## src/rtl/vcdl_delay_cal.sv

```systemverilog
// Calibration/sequencing controller for one VCDL delay chain: sweeps taps 0..31,
// finds the first 0->1 feedback edge and loads edge+offset. Optional drift tracking: VCDL_CAL_TRACK_EN.
module vcdl_delay_cal #(
  parameter int SETTLE_CYCLES = 16,
  parameter int SAMPLE_LOG2   = 4,
  parameter int EDGE_OFFSET   = 8
) (
  input  logic       clk_i,
  input  logic       rst_n_i,
  input  logic       start_i,
  input  logic [4:0] manual_delay_i,
  input  logic       manual_ld_i,
  input  logic       fb_q_i,
  output logic [4:0] delay_o,
  output logic       delay_ld_o,
  output logic       busy_o,
  output logic       lock_o,
  output logic       fail_o,
  output logic [4:0] edge_tap_o
);

  localparam int              CW          = SAMPLE_LOG2 + 1;
  localparam logic [CW-1:0]   HALF        = CW'((2 ** SAMPLE_LOG2) / 2);
  localparam logic [CW-1:0]   LAST_SAMPLE = CW'((2 ** SAMPLE_LOG2) - 1);
  localparam logic [7:0]      LAST_SETTLE = 8'(SETTLE_CYCLES - 1);
  localparam logic [5:0]      OFFSET      = 6'(EDGE_OFFSET);

  typedef enum logic [2:0] {
    S_IDLE, S_LOAD, S_SETTLE, S_SAMPLE, S_EVAL, S_APPLY, S_FAIL
  } state_t;

  state_t        state_q, state_d;
  logic [4:0]    tap_q, tap_d;
  logic          prev_q, prev_d;
  logic [7:0]    settle_q, settle_d;
  logic [CW-1:0] sample_q, sample_d;
  logic [CW-1:0] ones_q, ones_d;
  logic [4:0]    delay_q, delay_d;
  logic          ld_q, ld_d;
  logic          busy_q, busy_d;
  logic          lock_q, lock_d;
  logic          fail_q, fail_d;
  logic [4:0]    edge_q, edge_d;
  logic          fb_meta, fb_s;

  // Majority with ties resolving to 0; for SAMPLE_LOG2=0 HALF is 0, so this is the lone sample.
  logic       samp_bit;
  logic [5:0] sum;
  logic [4:0] final_tap;
  assign samp_bit  = ones_q > HALF;
  assign sum       = {1'b0, edge_q} + OFFSET;
  assign final_tap = (sum > 6'd31) ? 5'd31 : sum[4:0];

`ifdef VCDL_CAL_TRACK_EN
  logic        trk_q, trk_d;
  logic [4:0]  final_q, final_d;
  logic [15:0] trk_cnt_q;
  logic        trk_wrap;
  assign trk_wrap = lock_q && !ld_q && (trk_cnt_q == 16'hFFFF);
`endif

  always_comb begin
    // NOTE: every next-state value gets a default first so no path leaves it unassigned (no latches).
    state_d  = state_q;
    tap_d    = tap_q;
    prev_d   = prev_q;
    settle_d = settle_q;
    sample_d = sample_q;
    ones_d   = ones_q;
    delay_d  = delay_q;
    ld_d     = 1'b0;
    busy_d   = busy_q;
    lock_d   = lock_q;
    fail_d   = fail_q;
    edge_d   = edge_q;
`ifdef VCDL_CAL_TRACK_EN
    trk_d    = trk_q;
    final_d  = final_q;
`endif
    case (state_q)
      S_IDLE: begin
        if (start_i) begin
          state_d = S_LOAD;
          tap_d   = 5'd0;
          busy_d  = 1'b1;
          lock_d  = 1'b0;
          fail_d  = 1'b0;
        end else if (manual_ld_i && !ld_q) begin
          delay_d = manual_delay_i;
          ld_d    = 1'b1;
          lock_d  = 1'b0;
        end
`ifdef VCDL_CAL_TRACK_EN
        else if (trk_wrap) begin
          state_d = S_LOAD;
          tap_d   = (final_q == 5'd0) ? 5'd0 : final_q - 5'd1;
          trk_d   = 1'b1;
        end
`endif
      end
      S_LOAD: begin
        delay_d  = tap_q;
        ld_d     = 1'b1;
        settle_d = 8'd0;
        state_d  = S_SETTLE;
      end
      S_SETTLE: begin
        settle_d = settle_q + 8'd1;
        if (settle_q == LAST_SETTLE) begin
          ones_d   = '0;
          sample_d = '0;
          state_d  = S_SAMPLE;
        end
      end
      S_SAMPLE: begin
        ones_d   = ones_q + CW'(fb_s);
        sample_d = sample_q + CW'(1);
        if (sample_q == LAST_SAMPLE) state_d = S_EVAL;
      end
      S_EVAL: begin
`ifdef VCDL_CAL_TRACK_EN
        if (trk_q) begin
          // A 1 one tap below final means the edge drifted down: follow it.
          if (samp_bit && final_q != 5'd0) final_d = final_q - 5'd1;
          delay_d = (samp_bit && final_q != 5'd0) ? final_q - 5'd1 : final_q;
          ld_d    = 1'b1;
          trk_d   = 1'b0;
          state_d = S_IDLE;
        end else
`endif
        if (tap_q != 5'd0 && !prev_q && samp_bit) begin
          edge_d  = tap_q;
          state_d = S_APPLY;
        end else begin
          prev_d = samp_bit;
          if (tap_q == 5'd31) begin
            state_d = S_FAIL;
          end else begin
            tap_d   = tap_q + 5'd1;
            state_d = S_LOAD;
          end
        end
      end
      S_APPLY: begin
        delay_d = final_tap;
        ld_d    = 1'b1;
        lock_d  = 1'b1;
        busy_d  = 1'b0;
        state_d = S_IDLE;
`ifdef VCDL_CAL_TRACK_EN
        final_d = final_tap;
`endif
      end
      S_FAIL: begin
        delay_d = 5'd0;
        ld_d    = 1'b1;
        fail_d  = 1'b1;
        busy_d  = 1'b0;
        state_d = S_IDLE;
      end
      default: state_d = S_IDLE;
    endcase
`ifdef VCDL_CAL_TRACK_EN
    // Tracking runs with busy low, so user commands preempt it.
    if (trk_q && state_q != S_IDLE && (start_i || manual_ld_i)) begin
      trk_d   = 1'b0;
      lock_d  = 1'b0;
      ld_d    = 1'b0;
      delay_d = delay_q;
      state_d = S_IDLE;
      if (start_i) begin
        state_d = S_LOAD;
        tap_d   = 5'd0;
        busy_d  = 1'b1;
        fail_d  = 1'b0;
      end else if (!ld_q) begin
        delay_d = manual_delay_i;
        ld_d    = 1'b1;
      end
    end
`endif
  end

  // NOTE: sequential state uses non-blocking assignments only, so every flop samples pre-edge values.
  always_ff @(posedge clk_i or negedge rst_n_i) begin
    if (!rst_n_i) begin
      state_q  <= S_IDLE;
      tap_q    <= 5'd0;
      prev_q   <= 1'b0;
      settle_q <= 8'd0;
      sample_q <= '0;
      ones_q   <= '0;
      delay_q  <= 5'd0;
      ld_q     <= 1'b0;
      busy_q   <= 1'b0;
      lock_q   <= 1'b0;
      fail_q   <= 1'b0;
      edge_q   <= 5'd0;
      fb_meta  <= 1'b0;
      fb_s     <= 1'b0;
    end else begin
      state_q  <= state_d;
      tap_q    <= tap_d;
      prev_q   <= prev_d;
      settle_q <= settle_d;
      sample_q <= sample_d;
      ones_q   <= ones_d;
      delay_q  <= delay_d;
      ld_q     <= ld_d;
      busy_q   <= busy_d;
      lock_q   <= lock_d;
      fail_q   <= fail_d;
      edge_q   <= edge_d;
      fb_meta  <= fb_q_i;
      fb_s     <= fb_meta;
    end
  end

`ifdef VCDL_CAL_TRACK_EN
  always_ff @(posedge clk_i or negedge rst_n_i) begin
    if (!rst_n_i) begin
      trk_q     <= 1'b0;
      final_q   <= 5'd0;
      trk_cnt_q <= 16'd0;
    end else begin
      trk_q     <= trk_d;
      final_q   <= final_d;
      trk_cnt_q <= (lock_q && state_q == S_IDLE && !trk_q) ? trk_cnt_q + 16'd1 : 16'd0;
    end
  end
`endif

  assign delay_o    = delay_q;
  assign delay_ld_o = ld_q;
  assign busy_o     = busy_q;
  assign lock_o     = lock_q;
  assign fail_o     = fail_q;
  assign edge_tap_o = edge_q;

endmodule

```

## config.mk

```make
export PLATFORM = sky130hd
export DESIGN_NAME = vcdl_delay_cal
export DESIGN_NICKNAME = d
export VERILOG_FILES = /design/src/rtl/vcdl_delay_cal.sv
export SDC_FILE = /design/constraint.sdc
export NUM_CORES = 1
export LEC_CHECK = 0
export ABC_AREA = 1
export CAP_MARGIN = 20
export CORE_UTILIZATION = 51
export DETAILED_ROUTE_END_ITERATION = 6
export PLACE_DENSITY = 0.73
export SLEW_MARGIN = 20
export SYNTH_ARGS = -nofsm -noshare
export SYNTH_HDL_FRONTEND = slang
export SYNTH_SLANG_ARGS = --single-unit
```

## constraint.sdc

```tcl
create_clock -name clk_i -period 2.32 [get_ports clk_i]
set_input_delay 0.464 -clock clk_i [delete_from_list [all_inputs] [get_ports clk_i]]
set_output_delay 0.464 -clock clk_i [all_outputs]
set_load 0.05 [all_outputs]
```

==> results.py, run 1 <==
metrics = {
    "status": {
        "status": "complete, no violations",
    },
    "cells_and_area": {
        "nFillCells": 368,
        "fin_area_mm2": 0.00262,
        "syn2layout_area_growth_pct": 17.6,
        "final_util_pct": 64.2,
        "seq_area_mm2": 0.00108,
        "num-nets-final": 316,
        "diodes": 0,
        "drive_above_1_share_pct": 10.4,
        "multi_input_area_um2": 1000,
    },
    "cts": {
        "tritoncts": "yes",
        "holdBufCountCts": 0,
        "cts_num_sinks": 43,
        "cts_buffers": 5,
        "clock_tree.root_cell": "clkbuf_8",
        "htreeDepth": 2,
        "post_cts_buffers": 0,
        "cts.clk_slew.worst_paths_ns": 0.07,
        "cts.path.max_buffers": 2,
        "cts.repair.resized": 0,
        "clk_latency_ns": 0.29,
    },
    "worst_setup_path": {
        "crit_end": "edge_tap_o[3]",
        "cp_top_family": "buffers and inverters",
        "cp-end-kind": "output port",
        "timing.critical_path.from": "edge_tap_o[3]",
        "ff2ff_path_depth": 8,
        "startpoint_type": "flop",
        "cp.depth": 1,
        "crit_required_ns": 1.86,
        "r2r_start": "tap_q[0]",
        "rrSetupSlack_ns": 0.57,
        "max_stage_delay_ns": 0.83,
        "crit_slowest_cell": "clkdlybuf4s50_1",
        "critPathBufInv": 1,
        "worstPathCellList": "clkdlybuf4s50_1",
        "reg2reg_to": "tap_q[0]",
        "arrival_ns": 1.52,
        "critical_path_class": "flop to output port",
        "crit_path_max_fanout": 5,
    },
    "synth": {
        "yosys-top-cells-area": "dfrtp_1, nand2_1, nand3_1, inv_1, ha_1",
        "netlist_area_mm2": 0.00223,
        "yosysUniqueCellTypes": 30,
        "ys_seq_elements": 43,
        "synth_top_area_share_pct": 48.2,
        "synth_top_area_cell": "dfrtp_1",
        "yosysSeqAreaShare_pct": 48.2,
        "syn_nets": 287,
        "yosysWarnings": 0,
        "synthCells": 269,
        "avgSynthCellArea_um2": 8.29,
    },
    "timing": {
        "finalCritPeriodShare_pct": 85.4,
        "fin_crit_ns": 1.98,
        "max_freq_ghz": 0.505,
        "rsz0062_at_grt": "no",
        "hold_viol": 0,
        "fin_tns_setup_ns": 0,
        "clock-skew-final_ns": 0.00144,
        "slew_violations": 0,
        "final-setup-viol-count": 0,
        "tightest_slew_ns": 0.510,
        "slew_headroom_pct": 65.9,
    },
    "job": {
        "max-cap-violations": 0,
    },
    "global_route": {
        "track_usage_pct": 21.0,
        "grt_max_degree": 44,
        "grt_antenna_before_repair": 0,
        "grt_overflow_total": 0,
        "grt_pass1_wl_mm": 7.27,
        "grt_pass1_vias": 1731,
    },
    "worst_hold_path": {
        "hold_path.class": "input pin to async pin",
    },
    "place": {
        "placed_area_mm2": 0.00252,
        "dpl.hpwl_mm": 3.08,
        "port-buffer-count": 23,
        "globalplace.congestion": 0.833,
    },
    "floorplan": {
        "rows": 23,
        "core_area_mm2": 0.00409,
        "dieArea_mm2": 0.00464,
        "die_w_um": 68.1,
        "fp.dieH_um": 68.1,
        "io_pins": 24,
        "start_util_pct": 54.6,
    },
    "drt": {
        "route.detailed.drc": 0,
        "wl_mm": 4.16,
        "via_count": 1786,
        "drt_iter0_drc": 88,
        "ant_nets": 0,
        "detail_route.wl_per_cell_um": 11.9,
        "firstDrtPassIters": 4,
        "drt-vias-per-instance": 5.12,
    },
    "power": {
        "peakVddDrop_v": 0.000615,
        "powerDensity_mw_per_mm2": 1130,
        "p_leak_uw": 0.00127,
    },
}
## cells in the mapped netlist (all sizes together)
master and instances:
nand2 64, xnor2 1, nor3 2, xor2 4, o22ai 3, o21bai 1, buf 2, inv 37
a21oi 8, nor2 26, o2bb2ai 1, dfrtp 43, a22o 1, ha 8, o21ai 25, o21ba 1
a31oi 1, nand4 6, nand3 30, or2 5
## cells by family (layout without fill, tap and decap cells)
kind of cell | count (synthesis) | in the layout | synth area share (%)
AO/OA/AOI/OAI | 41 | 41 | 10.7
AND/OR/NAND/NOR | 133 | 133 | 27.6
adder cells (fa/ha/maj) | 8 | 8 | 4.49
flip-flops | 43 | 43 | 48.2
buffers and inverters | 39 | 69 | 6.95
XOR/XNOR | 5 | 5 | 1.96
## routing by layer
layer  GRT usage (%)  share of wire, %  up-vias
li1                -                 -      930
met1            25.2                47      812
met2            36.3                47       35
met3            4.67               3.9        9
met4            8.33               1.9        0
met5               0                 0        -
## registers in the layout (all words and copies together), names as in the netlist, 3 cells and up
register,cells
tap_q,5
state_q,3
settle_q,8
ones_q,5
delay_o,5
edge_tap_o,5
sample_q,5
## worst min path at each step
stage | startpoint | slack, ns | depth (start not counted) | end
4_1_cts | rst_n_i | 0.13 | 2 | settle_q[4]
2_1_floorplan | rst_n_i | 0.17 | 0 | busy_o
6_report | rst_n_i | 0.13 | 2 | settle_q[4]
3_5_place_dp | fb_meta | 0.34 | 0 | fb_s
3_3_place_gp | fb_meta | 0.33 | 0 | fb_s
5_1_grt | rst_n_i | 0.15 | 2 | settle_q[4]
## area by class of cell
cell class              instances  share of cell area [%]
clock buffers                   8                    3.82
well taps                      50                    2.39
flip-flops and latches         43                    41.0
repair buffers                 24                    9.35
multi-input cells             187                    38.1
inverters                      37                    5.30
## through the flow
| step | total power, µW | worst slack, ns | instances | hold WS (ns) |
|---|---|---|---|---|
| 4_1_cts | 3010 | 0.323 | 349 | 0.134 |
| 5_1_grt | 3220 | 0.288 | 349 | 0.149 |
| 3_3_place_gp | 2460 | 0.625 | 341 | 0.335 |
| 3_5_place_dp | 2490 | 0.590 | 341 | 0.340 |
| 6_report | 2970 | 0.340 | 349 | 0.129 |
| 2_1_floorplan | 2120 | 0.909 | 269 | 0.168 |
## cell usage in the layout, fill, tap and decap left out, types with 3 or more instances in the layout
cell type	instances
nand4_1	6
ha_1	8
inv_2	3
clkbuf_8	7
nand2_1	59
nand2_2	5
clkdlybuf4s50_1	22
nor2_1	23
inv_1	34
dfrtp_1	43
o21ai_0	19
nand3_1	26
nand3_2	4
or2_2	3
a21oi_1	7
o21ai_1	5
o22ai_1	3
xor2_1	4
## report_power, final
part	switching (µW)	internal, µW
Combinational	870	453
Sequential	183	958
Clock	237	271
Total	1290	1680
(Power assumes the default switching activity.)
==> run 2: changes to the inputs <==
- CAP_MARGIN: 20 -> 10
==> results of run 2 <==
The final DEF is identical to that of run 1; final timing and power are the same.
==> run 3: changes to the inputs <==
- CTS_CLUSTER_DIAMETER: unset -> 150
==> results of run 3 <==
The final DEF is identical to that of run 1; final timing and power are the same.
==> edit 1 (flow settings as in run 3) <==
`SAMPLE_LOG2`: 4 -> 3.
--- a/src/rtl/vcdl_delay_cal.sv
+++ b/src/rtl/vcdl_delay_cal.sv
@@ -4,3 +4,3 @@
   parameter int SETTLE_CYCLES = 16,
-  parameter int SAMPLE_LOG2   = 4,
+  parameter int SAMPLE_LOG2   = 3,
   parameter int EDGE_OFFSET   = 8
Formal check against the unedited RTL: no difference found for any inputs over 10 cycles, from zero or initial values and one cycle with rst_n_i low; that may be too few to reach the edited logic, so the function may still have changed.
==> edit 1 against run 3 <==
- wire length fell by 3.0%
- worst hold slack improved by 0.091 ns
- total power rose by 3.0%
- largest cell class unchanged
- final area fell by 5.6%
- worst setup slack barely moved
- area after synthesis fell by 5.4%
- clock skew rose by 0.00055 ns
- critical endpoint is now edge_tap_o[4]
- sequential cell count fell by 2
==> edit 1: results (changes against run 3) <==
[metrics] top cells by count, synth: nand2_1 (60), dfrtp_1 (41), inv_1 (35) (was nand2_1 (59), dfrtp_1 (43), inv_1 (34))
[metrics] met3 track utilization from global routing: 4.138% (was 4.667%)
[metrics] Setup Slack @ Placement: 0.4697 ns (was 0.5897 ns)
[metrics] global-route wire length before repair: 6906 um (was 7265 um)
[metrics] arithmetic-cell share of the synthesized area counting full adders, half adders and majority gates: 4.152% (was 4.487%)
[metrics] met1 track demand over resource: 29.04% (was 25.24%)
[metrics] Area contributors post-synth: dfrtp_1 (49%), nand2_1 (11%), inv_1 (6.2%), o21ai_0 (6.2%), nor2_1 (6.0%) (was dfrtp_1 (48%), nand2_1 (9.9%), nand3_1 (5.8%), inv_1 (5.7%), ha_1 (4.5%))
[metrics] xor/xnor share of the synthesized area: 0.8304% (was 1.963%)
[metrics] number of fill cells: 360 (was 368)
[metrics] leakage component of the power: 1.236 nW (was 1.267 nW)
[metrics] instance area after placement: 0.002390 mm2 (was 0.002522 mm2)
[metrics] Crit Path Max Fanout: 5 (unchanged)
[metrics] compound-cell area share of the yosys netlist: 14.00% (was 10.71%)
[metrics] transition at the pin with the smallest max-transition slack: 0.5787 ns (was 0.5098 ns)
[metrics] number of global-route vias before repair: 1588 (was 1731)
[metrics] share of final-layout standard cells stronger than drive strength 1: 6.397% (was 10.37%)
[metrics] proportion of cell area occupied by registers: 41.43% (was 41.03%)
[metrics] routed metal-1 wire length: 2022 um (was 1968 um)
[metrics] routed vias/inst: 5.156 (was 5.117)
[metrics] VDD IR-drop max: 0.6832 mV (was 0.6146 mV)
[metrics] routed wirelength normalized by instance count: 11.63 um (was 11.93 um)
[metrics] Post-Syn Nets: 286 (was 287)
[metrics] final clock skew: 0.001987 ns (was 0.001440 ns)
[metrics] Routability Congestion: 0.8440 (was 0.8330)
[metrics] buffer share of cell area: 9.399% (was 9.351%)
[metrics] Clock Path Buffers: 2 (unchanged)
[metrics] first drt pass iteration count: 5 (was 4)
[metrics] sequential fraction of the synthesis area: 48.64% (was 48.23%)
[metrics] overall fraction of global-route tracks in use: 20.69% (was 21.05%)
[metrics] initial drt markers: 156 (was 88)
[metrics] fraction of standard cell area in multi-input logic: 37.24% (was 38.12%)
[metrics] clock tree buffer count of the final layout: 7 (was 8)
[metrics] Storage cell area: 0.001026 mm2 (was 0.001076 mm2)
[metrics] Net Sw Frac: 45.28% (was 43.40%)
[metrics] proportion of cell area spent on the clock network: 3.487% (was 3.817%)
[metrics] flops & latches, synth: 41 (was 43)
[metrics] run status: complete, no violations (unchanged)
[metrics] number of standard cells in the layout, taps in and fillers out: 347 (was 349)
[metrics] met3 wire len: 172 um (was 164 um)
[metrics] relative contribution of combinational cells to total power: 46.6% (was 44.5%)
[metrics] power in the clock group: 0.000469 W (was 0.000509 W)
[metrics] number of placed instances, taps included: 340 (was 341)
[metrics] HPWL after detailed placement: 2987 um (was 3081 um)
[metrics] largest net degree at the start of global routing: 42 (was 44)
[metrics] wire length on met2: 1790 um (was 1947 um)
[metrics] nonclk inv count: 39 (was 37)
[metrics] area inside the core boundary: 0.003971 mm2 (was 0.004086 mm2)
## edit 1: cell types whose count changed after synthesis, moves of 3 or more
cell | before | now
nor2_1 | 23 | 34
o21ai_0 | 19 | 26
nand4_1 | 6 | 1
or2_2 | 3 | 0
nand3_1 | 26 | 20
nand2_2 | 5 | 1
o21ai_1 | 5 | 2
a21oi_1 | 7 | 15
o31ai_1 | 0 | 3
## edit 1: final timing paths
kind                                            from                     end  slack, ns  cells past startpoint
max in group asynchronous                    rst_n_i  state_q[2]$_DFFE_PN0P_       1.74                      2
setup reg to reg                tap_q[0]$_DFFE_PN0P_    tap_q[3]$_DFFE_PN0P_       0.45                     10
min in group clk_i                 fb_meta$_DFF_PN0_          fb_s$_DFF_PN0_       0.35                      0
hold reg to reg                    fb_meta$_DFF_PN0_          fb_s$_DFF_PN0_       0.35                      0
setup / recovery           edge_tap_o[4]$_DFFE_PN0P_           edge_tap_o[4]       0.34                      1
hold / removal                               rst_n_i  delay_o[1]$_DFFE_PN0P_       0.22                      2
==> edit 2 (config.mk and constraints of run 3) <==
Without the edit above. The 7 states of `state_t` get a one-hot encoding in 7 bits.
--- a/src/rtl/vcdl_delay_cal.sv
+++ b/src/rtl/vcdl_delay_cal.sv
@@ -27,4 +27,4 @@
 
-  typedef enum logic [2:0] {
-    S_IDLE, S_LOAD, S_SETTLE, S_SAMPLE, S_EVAL, S_APPLY, S_FAIL
+  typedef enum logic [6:0] {
+    S_IDLE = 7'b0000001, S_LOAD = 7'b0000010, S_SETTLE = 7'b0000100, S_SAMPLE = 7'b0001000, S_EVAL = 7'b0010000, S_APPLY = 7'b0100000, S_FAIL = 7'b1000000
   } state_t;
Check against the original RTL: same outputs for any inputs over 10 cycles, from zero or initial values and one cycle with rst_n_i low; not proved beyond that.
==> edit 2 against run 3 <==
- sequential cell count rose by 4
- worst setup slack got worse by 0.011 ns
- die area increased by 15%
- wire length increased by 17%
- clock power decreased by 6.5%
- maximum frequency decreased by 0.53%
- total power shrank 22%
- count of clock-buffer cells in the layout decreased by 1
- synthesized cell count grew 20%
- area after synthesis rose by 16%
- worst hold slack improved by 0.038 ns
- sequential power is 13% lower
- non-clock buffer count increased by 1
- final area is 13% higher
- largest cell class is now multi-input gates
==> edit 2: results (changes against run 3) <==
[metrics] run status: complete, no violations (unchanged)
[metrics] HPWL after detailed placement: 3637 um (was 3081 um)
[metrics] distinct cell type count of the synthesized netlist: 32 (was 30)
[metrics] tightest hold margin: 0.1670 ns (was 0.1287 ns)
[metrics] clock tree buffer count of the final layout: 7 (was 8)
[metrics] routed vias/inst: 5.019 (was 5.117)
[metrics] Synth Instances: 323 (was 269)
[metrics] leakage component of the power: 1.469 nW (was 1.267 nW)
[metrics] power density over the cells: 782.2 mW/mm2 (was 1133 mW/mm2)
[metrics] internal power: 0.001391 W (was 0.001682 W)
[metrics] top cells by count, synth: nand2_1 (93), dfrtp_1 (46), inv_1 (41) (was nand2_1 (59), dfrtp_1 (43), inv_1 (34))
[metrics] number of standard cells in the layout, taps in and fillers out: 418 (was 349)
[metrics] Post-Syn Nets: 341 (was 287)
[metrics] count of cells along the worst register-to-register path: 7 (was 8)
[metrics] Final Net Count: 368 (was 316)
[metrics] Storage cell area: 0.001177 mm2 (was 0.001076 mm2)
[metrics] number of buffers other than clock buffers in the final layout: 25 (was 24)
[metrics] sequential fraction of the synthesis area: 45.61% (was 48.23%)
[metrics] global-route wire length before repair: 8259 um (was 7265 um)
[metrics] share of final-layout standard cells stronger than drive strength 1: 10.54% (was 10.37%)
[metrics] largest net degree at the start of global routing: 28 (was 44)
[metrics] power in the clock group: 0.000476 W (was 0.000509 W)
[metrics] nonclk inv count: 44 (was 37)
[metrics] buffer share of cell area: 8.136% (was 9.351%)
[metrics] instance area after placement: 0.002872 mm2 (was 0.002522 mm2)
[metrics] arithmetic-cell share of the synthesized area counting full adders, half adders and majority gates: 3.878% (was 4.487%)
[metrics] number of global-route vias before repair: 1868 (was 1731)
[metrics] Worst R2R Start: state_q[0]$_DFFE_PN1P_ (was tap_q[0]$_DFFE_PN0P_)
[metrics] xor/xnor share of the synthesized area: 1.697% (was 1.963%)
[metrics] setup slack, reg-to-reg: 0.59 ns (was 0.57 ns)
[metrics] #MultiIn Comb: 227 (was 187)
[metrics] final wirelength: 4849 um (was 4162 um)
[metrics] total power: 0.002310 W (was 0.002972 W)
[metrics] post-synthesis average cell area: 7.991 um2 (was 8.293 um2)
[metrics] area of the multi-input gates: 0.001202 mm2 (was 999.7 um2)
[metrics] Setup Slack @ Placement: 0.6310 ns (was 0.5897 ns)
[metrics] proportion of cell area spent on the clock network: 2.754% (was 3.817%)
[metrics] number of placed instances, taps included: 410 (was 341)
[metrics] transition at the pin with the smallest max-transition slack: 0.5952 ns (was 0.5098 ns)
[metrics] initial drt markers: 119 (was 88)
==> edit 2: changes by cell type in the layout (fill, tap and decap cells not counted), sizes merged, moves of 2 or more <==
cell / run 3 / this run
nand4: 6 / 12
nor3: 2 / 0
nor2: 26 / 34
o21ai: 25 / 17
nand3: 30 / 32
inv: 37 / 44
dfrtp: 43 / 46
or2: 5 / 1
nand2: 64 / 101
==> edit 2: per-layer routing <==
| metal | global-route usage [%] | wire [um] | vias to the layer above |
|---|---|---|---|
| li1 | - | - | 1081 |
| met4 | 3.922 | 40 | 0 |
| met1 | 28.52 | 2496 | 976 |
| met5 | 0 | 0 | - |
| met3 | 4.558 | 176 | 6 |
| met2 | 31.07 | 2135 | 35 |
==> edit 2: worst register-to-register path, cell delays in order, from the launching register on <==
cell and delay (ns):
dfstp_2 0.58, nor2_4 0.07, nand2_4 0.12, nor2_1 0.06, nor2_2 0.39, nand3_2 0.22, nand2_1 0.13, nand2_1 0.06
